--- src/rtl/hazard_pkg.sv ---
// Shared types and helpers for the pipeline hazard controller.
package hazard_pkg;

  typedef enum logic [1:0] {
    FWD_RF = 2'b00,
    FWD_W  = 2'b01,
    FWD_M  = 2'b10
  } fwd_sel_t;

  typedef enum logic {
    MC_IDLE = 1'b0,
    MC_BUSY = 1'b1
  } mc_state_t;

  localparam logic [3:0] REG_PC = 4'hF;

  // Memory-stage result wins over Writeback; R15 always comes from the PC path.
  function automatic fwd_sel_t fwd_select(
    input logic [3:0] ra,
    input logic [3:0] wa_m,
    input logic [3:0] wa_w,
    input logic       we_m,
    input logic       we_w
  );
    fwd_sel_t sel;
    sel = FWD_RF;
    if (ra != REG_PC) begin
      if (we_m && (wa_m == ra)) begin
        sel = FWD_M;
      end else if (we_w && (wa_w == ra)) begin
        sel = FWD_W;
      end
    end
    return sel;
  endfunction

endpackage

--- src/rtl/mc_stall_fsm.sv ---
// Holds the front of the pipeline while a multi-cycle op occupies Execute
// for MUL_CYCLES cycles.
module mc_stall_fsm
  import hazard_pkg::*;
#(
  parameter int unsigned MUL_CYCLES = 3
) (
  input  logic clk,
  input  logic reset,
  input  logic mul_start_e,
  output logic mcStall
);

  localparam int unsigned CNT_W = $clog2(MUL_CYCLES) + 1;
  localparam logic [CNT_W-1:0] LAST = CNT_W'(MUL_CYCLES - 1);
  localparam logic MULTI = (MUL_CYCLES > 1);

  mc_state_t        state, state_nxt;
  logic [CNT_W-1:0] cnt, cnt_nxt;

  always_ff @(posedge clk or posedge reset) begin
    if (reset) begin
      state <= MC_IDLE;
      cnt   <= '0;
    end else begin
      state <= state_nxt;
      cnt   <= cnt_nxt;
    end
  end

  // Stall is Mealy in IDLE so the op is held from its very first cycle.
  always_comb begin
    state_nxt = state;
    cnt_nxt   = cnt;
    mcStall   = 1'b0;
    if (!reset) begin
      case (state)
        MC_IDLE: begin
          if (mul_start_e && MULTI) begin
            mcStall   = 1'b1;
            cnt_nxt   = CNT_W'(1);
            state_nxt = MC_BUSY;
          end
        end
        MC_BUSY: begin
          if (cnt < LAST) begin
            mcStall = 1'b1;
            cnt_nxt = cnt + CNT_W'(1);
          end else begin
            cnt_nxt   = '0;
            state_nxt = MC_IDLE;
          end
        end
        default: begin
          cnt_nxt   = '0;
          state_nxt = MC_IDLE;
        end
      endcase
    end
  end

endmodule

--- src/rtl/hazard_ctrl.sv ---
// Hazard and sequencing controller for the 5-stage pipeline: forwarding,
// load-use / PC-write / multi-cycle stalls, flushes and a stall counter.
module hazard_ctrl
  import hazard_pkg::*;
#(
  parameter int unsigned MUL_CYCLES = 3,
  parameter int unsigned PERF_W     = 32
) (
  input  logic              clk,
  input  logic              reset,
  input  logic [3:0]        RA1D,
  input  logic [3:0]        RA2D,
  input  logic [3:0]        RA1E,
  input  logic [3:0]        RA2E,
  input  logic [3:0]        WA3E,
  input  logic [3:0]        WA3M,
  input  logic [3:0]        WA3W,
  input  logic              RegWriteE,
  input  logic              RegWriteM,
  input  logic              RegWriteW,
  input  logic              MemtoRegE,
  input  logic              PCSrcD,
  input  logic              PCSrcE,
  input  logic              PCSrcM,
  input  logic              PCSrcW,
  input  logic              BranchTakenE,
  input  logic              mul_start_e,
  output logic [1:0]        ForwardAE,
  output logic [1:0]        ForwardBE,
  output logic              StallF,
  output logic              StallD,
  output logic              StallE,
  output logic              FlushD,
  output logic              FlushE,
  output logic              FlushM,
  output logic              mul_busy,
  output logic [PERF_W-1:0] stall_cnt
);

  logic mcStall;
  logic ldrStall;
  logic pcPend;

  mc_stall_fsm #(
    .MUL_CYCLES (MUL_CYCLES)
  ) u_mc_fsm (
    .clk         (clk),
    .reset       (reset),
    .mul_start_e (mul_start_e),
    .mcStall     (mcStall)
  );

  always_comb begin
    ForwardAE = fwd_select(RA1E, WA3M, WA3W, RegWriteM, RegWriteW);
    ForwardBE = fwd_select(RA2E, WA3M, WA3W, RegWriteM, RegWriteW);
  end

  // A held Execute stage overrides any flush of Decode or Execute.
  always_comb begin
    ldrStall = MemtoRegE & RegWriteE & ((WA3E == RA1D) | (WA3E == RA2D));
    pcPend   = PCSrcD | PCSrcE | PCSrcM;
    StallF   = ldrStall | pcPend | mcStall;
    StallD   = ldrStall | mcStall;
    StallE   = mcStall;
    FlushD   = (pcPend | PCSrcW | BranchTakenE) & ~mcStall;
    FlushE   = (ldrStall | BranchTakenE) & ~mcStall;
    FlushM   = mcStall;
    mul_busy = mcStall;
  end

  // Saturating count of fetch-stall cycles.
  always_ff @(posedge clk or posedge reset) begin
    if (reset) begin
      stall_cnt <= '0;
    end else if (StallF && (stall_cnt != '1)) begin
      stall_cnt <= stall_cnt + PERF_W'(1);
    end
  end

endmodule

--- config.mk ---
export PLATFORM = sky130hd
export DESIGN_NAME = hazard_ctrl
export DESIGN_NICKNAME = d
export VERILOG_FILES = /design/src/rtl/hazard_pkg.sv /design/src/rtl/mc_stall_fsm.sv /design/src/rtl/hazard_ctrl.sv
export SDC_FILE = /design/constraint.sdc
export NUM_CORES = 1
export LEC_CHECK = 0
export CAP_MARGIN = 10
export CORE_ASPECT_RATIO = 1.75
export CORE_MARGIN = 3
export CORE_UTILIZATION = 57
export CTS_BUF_LIST = sky130_fd_sc_hd__clkbuf_4 sky130_fd_sc_hd__clkbuf_8 sky130_fd_sc_hd__clkbuf_16
export CTS_CLUSTER_SIZE = 10
export DETAILED_ROUTE_END_ITERATION = 10
export DONT_BUFFER_PORTS = 1
export GPL_TIMING_DRIVEN = 0
export PLACE_DENSITY = 0.72
export SYNTH_ARGS = -nofsm -noshare
export SYNTH_HDL_FRONTEND = slang
export SYNTH_SLANG_ARGS = --single-unit
--- constraint.sdc ---
create_clock -name clk -period 4.8 [get_ports clk]
set_input_delay 0.48 -clock clk [delete_from_list [all_inputs] [get_ports clk]]
set_output_delay 0.48 -clock clk [all_outputs]
set_load 0.02 [all_outputs]
# Yosys cells after proc, flatten, opt, wreduce, memory -nomap -nowiden

Index checks and enable logic that the tools add are counted.
Widths: inputs -> output; s select.

Register bits after elaboration: 36
Latch bits: 0
Memory bits (writable): 0
Bits in read-only memories: 0
Input port bits: 40
Output and inout port bits: 43
Memories kept: 0

Add/subtract/negate cells: 2
Multiply operators: 0
Div/mod/pow operators: 0
$lt $le $gt $ge: 1
Eq/ne operators: 10
Shifts and indexed selects: 0
Muxes and demuxes: 13
Bitwise operators: 16
Reductions and logical operators: 6

Operators by type and width:

| cell                  | count |
|---|---|
| $add 32x1->32 const B | 1 |
| $ne 32x32->1 const B  | 1 |
| $eq 4x4->1            | 6 |
| $or 1x1->1            | 9 |
| $mux 2                | 4 |
| $ne 4x4->1 const B    | 2 |
| $mux 3                | 2 |
| $pmux 3 s2            | 1 |
| $logic_and 1x1->1     | 5 |
| $mux 1                | 5 |
| $and 1x1->1           | 4 |
| $add 3x1->3 const B   | 1 |
| $lt 3x2->1 const B    | 1 |
| $not 1->1             | 3 |
| $ne 2x2->1 const B    | 1 |
| $pmux 1 s2            | 1 |
| $reduce_and 2->1      | 1 |

# Depth between registers and ports, before layout

Depth after elaboration: 6
Depth in mapped cells: 8
Depth with buffers taken out: 7

# By module

A second synthesis with hierarchy kept.

Cell total of the unflattened synthesis: 222
Area, all modules: 2,215.9 um2

Modules (own cells, without submodules):

| module       | times used | cells each | area each (um2) | seq. area each (um2) |
|---|---|---|---|---|
| hazard_ctrl  | 1          | 204        | 2,010.7         | 800.8 |
| mc_stall_fsm | 1          | 18         | 205.2           | 100.1 |

# Worst setup path before layout

Ideal clock, no wire load.

Path type: register to output
Start point: register u_mc_fsm.cnt[2]
End point: output StallF
Arrival time: 1,518 ps
Required time: 4,320 ps
Setup slack: 2,802 ps
Stages on the path, launching flop included: 6
Path buffers: 0
Cell sequence: dfrtp_1 > or3b_1 > a21oi_4 > or2b_4 > nor2_4 > inv_1

Longest elaborated chain between the ends: 5

RTL lines:

| item                     | RTL line           | text |
|---|---|---|
| start: declaration       | mc_stall_fsm.sv:19 | `logic [CNT_W-1:0] cnt, cnt_nxt;` |
| start signal: assignment | mc_stall_fsm.sv:27 | `cnt <= cnt_nxt;` |
| $lt 3x2->1               | mc_stall_fsm.sv:46 | `if (cnt < LAST) begin` |
| $mux 1                   | mc_stall_fsm.sv:46 |  |
| $pmux 1 s2               | mc_stall_fsm.sv:37 | `case (state)` |
| $mux 1                   | mc_stall_fsm.sv:36 | `if (!reset) begin` |
| via FlushM               | hazard_ctrl.sv:35  | `output logic FlushM,` |
| $or 1x1->1               | hazard_ctrl.sv:62  | `StallF = ldrStall \| pcPend \| mcStall;` |
| end: declaration         | hazard_ctrl.sv:30  | `output logic StallF,` |

The timed path passes the listed nets, and every way through them passes these cells.

# Worst setup path in the final report

Same ends and word-level chain as after synthesis.

==> metrics.txt <==
status finished clean; Net Sw Frac a little over a third; Tightest Pin Transition 0.639 ns; period utilization 50.0%; Fin. Hold Viols 0; synth-to-layout area growth 8.81%; commonest cells in the netlist xor2_1, dfrtp_1, nand3_1, nand2_1; number of global-route vias before repair 1,844; #FFs+latches synth 36; total power 0.924 mW; Synth area leader dfrtp_1; final worst path period need approximately 2.4 ns; gr usage total about 22%; hpwl dp 3.83 mm; row count 29; worst reg2reg startpoint stall_cnt[0]; Total Die Area 4730 µm²; Psw between 0.3 and 0.4 mW; placed insts 271; Num CTS Buffers 5; clk sink count 36; DRT iter0 DRCs 24; post-synthesis cell count 224; synthesized area per cell 9.95 µm²; initial core utilization 60.2%; max-slew violations 0; TritonRoute pass-1 iters 4; Max Fclk between 400 and 500 MHz; syn_nets 266; Finished Layout Cells 279; post-route ant nets 0; WL final 4.80 mm; setup ws final about 2.4 ns; dpl ws between 2 and 2.5 ns; cts hold-fix bufs 0; post-synth cell types 40; startpoint types flop; worst skew pair latency 0.28 ns; Worst VDD drop 0.000401 V; Worst Setup End Kind output port; Max clock buf depth 2; worst endpoint data arrival time 1.92 ns; ANT cells 0; Chip Height 88.7 µm; Routed WL per cell 17.2 µm; CTS root buf clkbuf_8; DRC errors left 0; core area 3700 µm²; initial antenna violation count 0; DR vias/cell 6.17; HP Class in -> async; grt ovf 0; most frequent cell after synthesis xor2_1; RSZ-0062 raised after global routing no; clock-pin slew on the worst setup and hold paths 0.07 ns; # resized after CTS 0; Die W 53.3 µm; number of flops mapped to enable cells by yosys 0; H-tree levels 2; layout cells sized above 1 approximately 14%; top post-synthesis cells by area dfrtp_1, xor2_1, xnor2_1; postcts setup bufs 0; Max FO, Critical Path 10; # nets final roughly 270; PD cells 381 nW/µm²; first-pass GRT wire length approximately 7.8 mm; GP Congestion 0.828; main flop type after synthesis dfrtp_1; Yosys warning total 0; CTS tree done; Flop pwr share between 40% and 50%; Synth Cell Area 2230 µm²; routed vias 1,721; Critical Path Start u_mc_fsm.cnt[2]; P_leak 1.06 nW; Clk pwr share between 20% and 30%; Cell Int Power 0.600 mW; dpl cell area between 2000 and 2500 µm²; clock skew 0.00791 ns; post-synth top area share 40.4%; sequential fraction of the synthesis area 40.4%; Setup TNS 0 ns; fin area 2430 µm²; relative slew slack roughly 57%; required time of the critical path about 4.3 ns; I/O pins 83; largest net degree at the start of global routing 24; final setup vio count 0; Crit Path Class reg -> out; port bufs 0; Logic pwr share between 20% and 30%; maxcap violations 0; ys async rst share 100%
metal layers:
| layer | vias to the layer above | GRT usage, % | part of all wire [%] |
|---|---|---|---|
| met3 | 16 | 6.58 | 6.3 |
| li1 | 800 | - | - |
| met2 | 64 | 39.4 | 57 |
| met5 | - | 0 | 0 |
| met1 | 841 | 22.1 | 34 |
| met4 | 0 | 9.77 | 2.9 |
flip-flops by register name (all words and copies together) (netlist names):
name and cells:
u_mc_fsm.cnt 3, stall_cnt 32, u_mc_fsm.state 1
power by group through the flow:
stage	Clock [mW]	Combinational [mW]	Sequential (mW)
2_1_floorplan	0	0.172	0.447
3_3_place_gp	0	0.191	0.461
3_5_place_dp	0	0.202	0.465
4_1_cts	0.272	0.204	0.459
5_1_grt	0.287	0.226	0.469
6_report	0.263	0.202	0.459
metrics by stage:
step	util (%)	hold WS [ns]
global placement	61.8	0.521
CTS	65.6	0.174
detailed placement	62.5	0.488
finish	65.6	0.163
global route	65.6	0.204
floorplan	-	0.484
layout by cell type, fill, tap and decap left out, types with 2 or more instances in the layout:
master / count
dfrtp_1: 36
nor2_1: 17
clkbuf_8: 5
nor4_2: 4
nand3_1: 19
nor3_1: 17
xor2_1: 38
a22o_1: 2
and3_1: 2
a41oi_1: 2
a21oi_4: 2
nor4_1: 2
or2_2: 2
a21oi_1: 2
buf_4: 2
a21o_1: 2
inv_1: 6
nand4_1: 9
nor4b_2: 3
ha_1: 2
xnor2_1: 15
nor3_2: 2
nand2_1: 18
o21ai_0: 3
area by class of cell:
class	count	area, µm²
Buffer	3	26.3
Clock buffer	6	76.3
Clock inverter	2	35.0
Fill cell	307	1270
Inverter	6	22.5
Multi-Input combinational cell	179	1280
Sequential cell	36	901
Tap cell	46	57.6
Timing Repair Buffer	1	27.5
path summary, 6_finish.rpt:
path | end | depth (start not counted) | slack, ns
worst min-delay path | stall_cnt[26] | 1 | 0.16
max in group asynchronous | stall_cnt[14] | 2 | 4.10
min in group clk | u_mc_fsm.state | 1 | 0.32
worst min register to register | u_mc_fsm.cnt[0] | 1 | 0.54
worst max register to register | stall_cnt[4] | 8 | 2.50
worst max-delay path | StallF | 5 | 2.40
cell families (layout without fill, tap and decap cells):
kind of cell             Yosys count  in the layout  share of synthesized area, %
buffers and inverters              9             18                          2.19
AO/OA/AOI/OAI                     16             16                          6.29
AND/OR/NAND/NOR                  107            107                          28.7
flip-flops                        36             36                          40.4
multiplexers                       1              1                         0.505
XOR/XNOR                          53             53                          20.8
adder cells (fa/ha/maj)            2              2                          1.12
critical path, cell delays in order (launching register included):
cell and delay (ns):
dfrtp_1 0.41, or3b_1 0.43, a21oi_4 0.32, or2b_4 0.23
nor2_4 0.08, inv_1 0.18
Note: power is estimated with default switching activity, not from simulation.
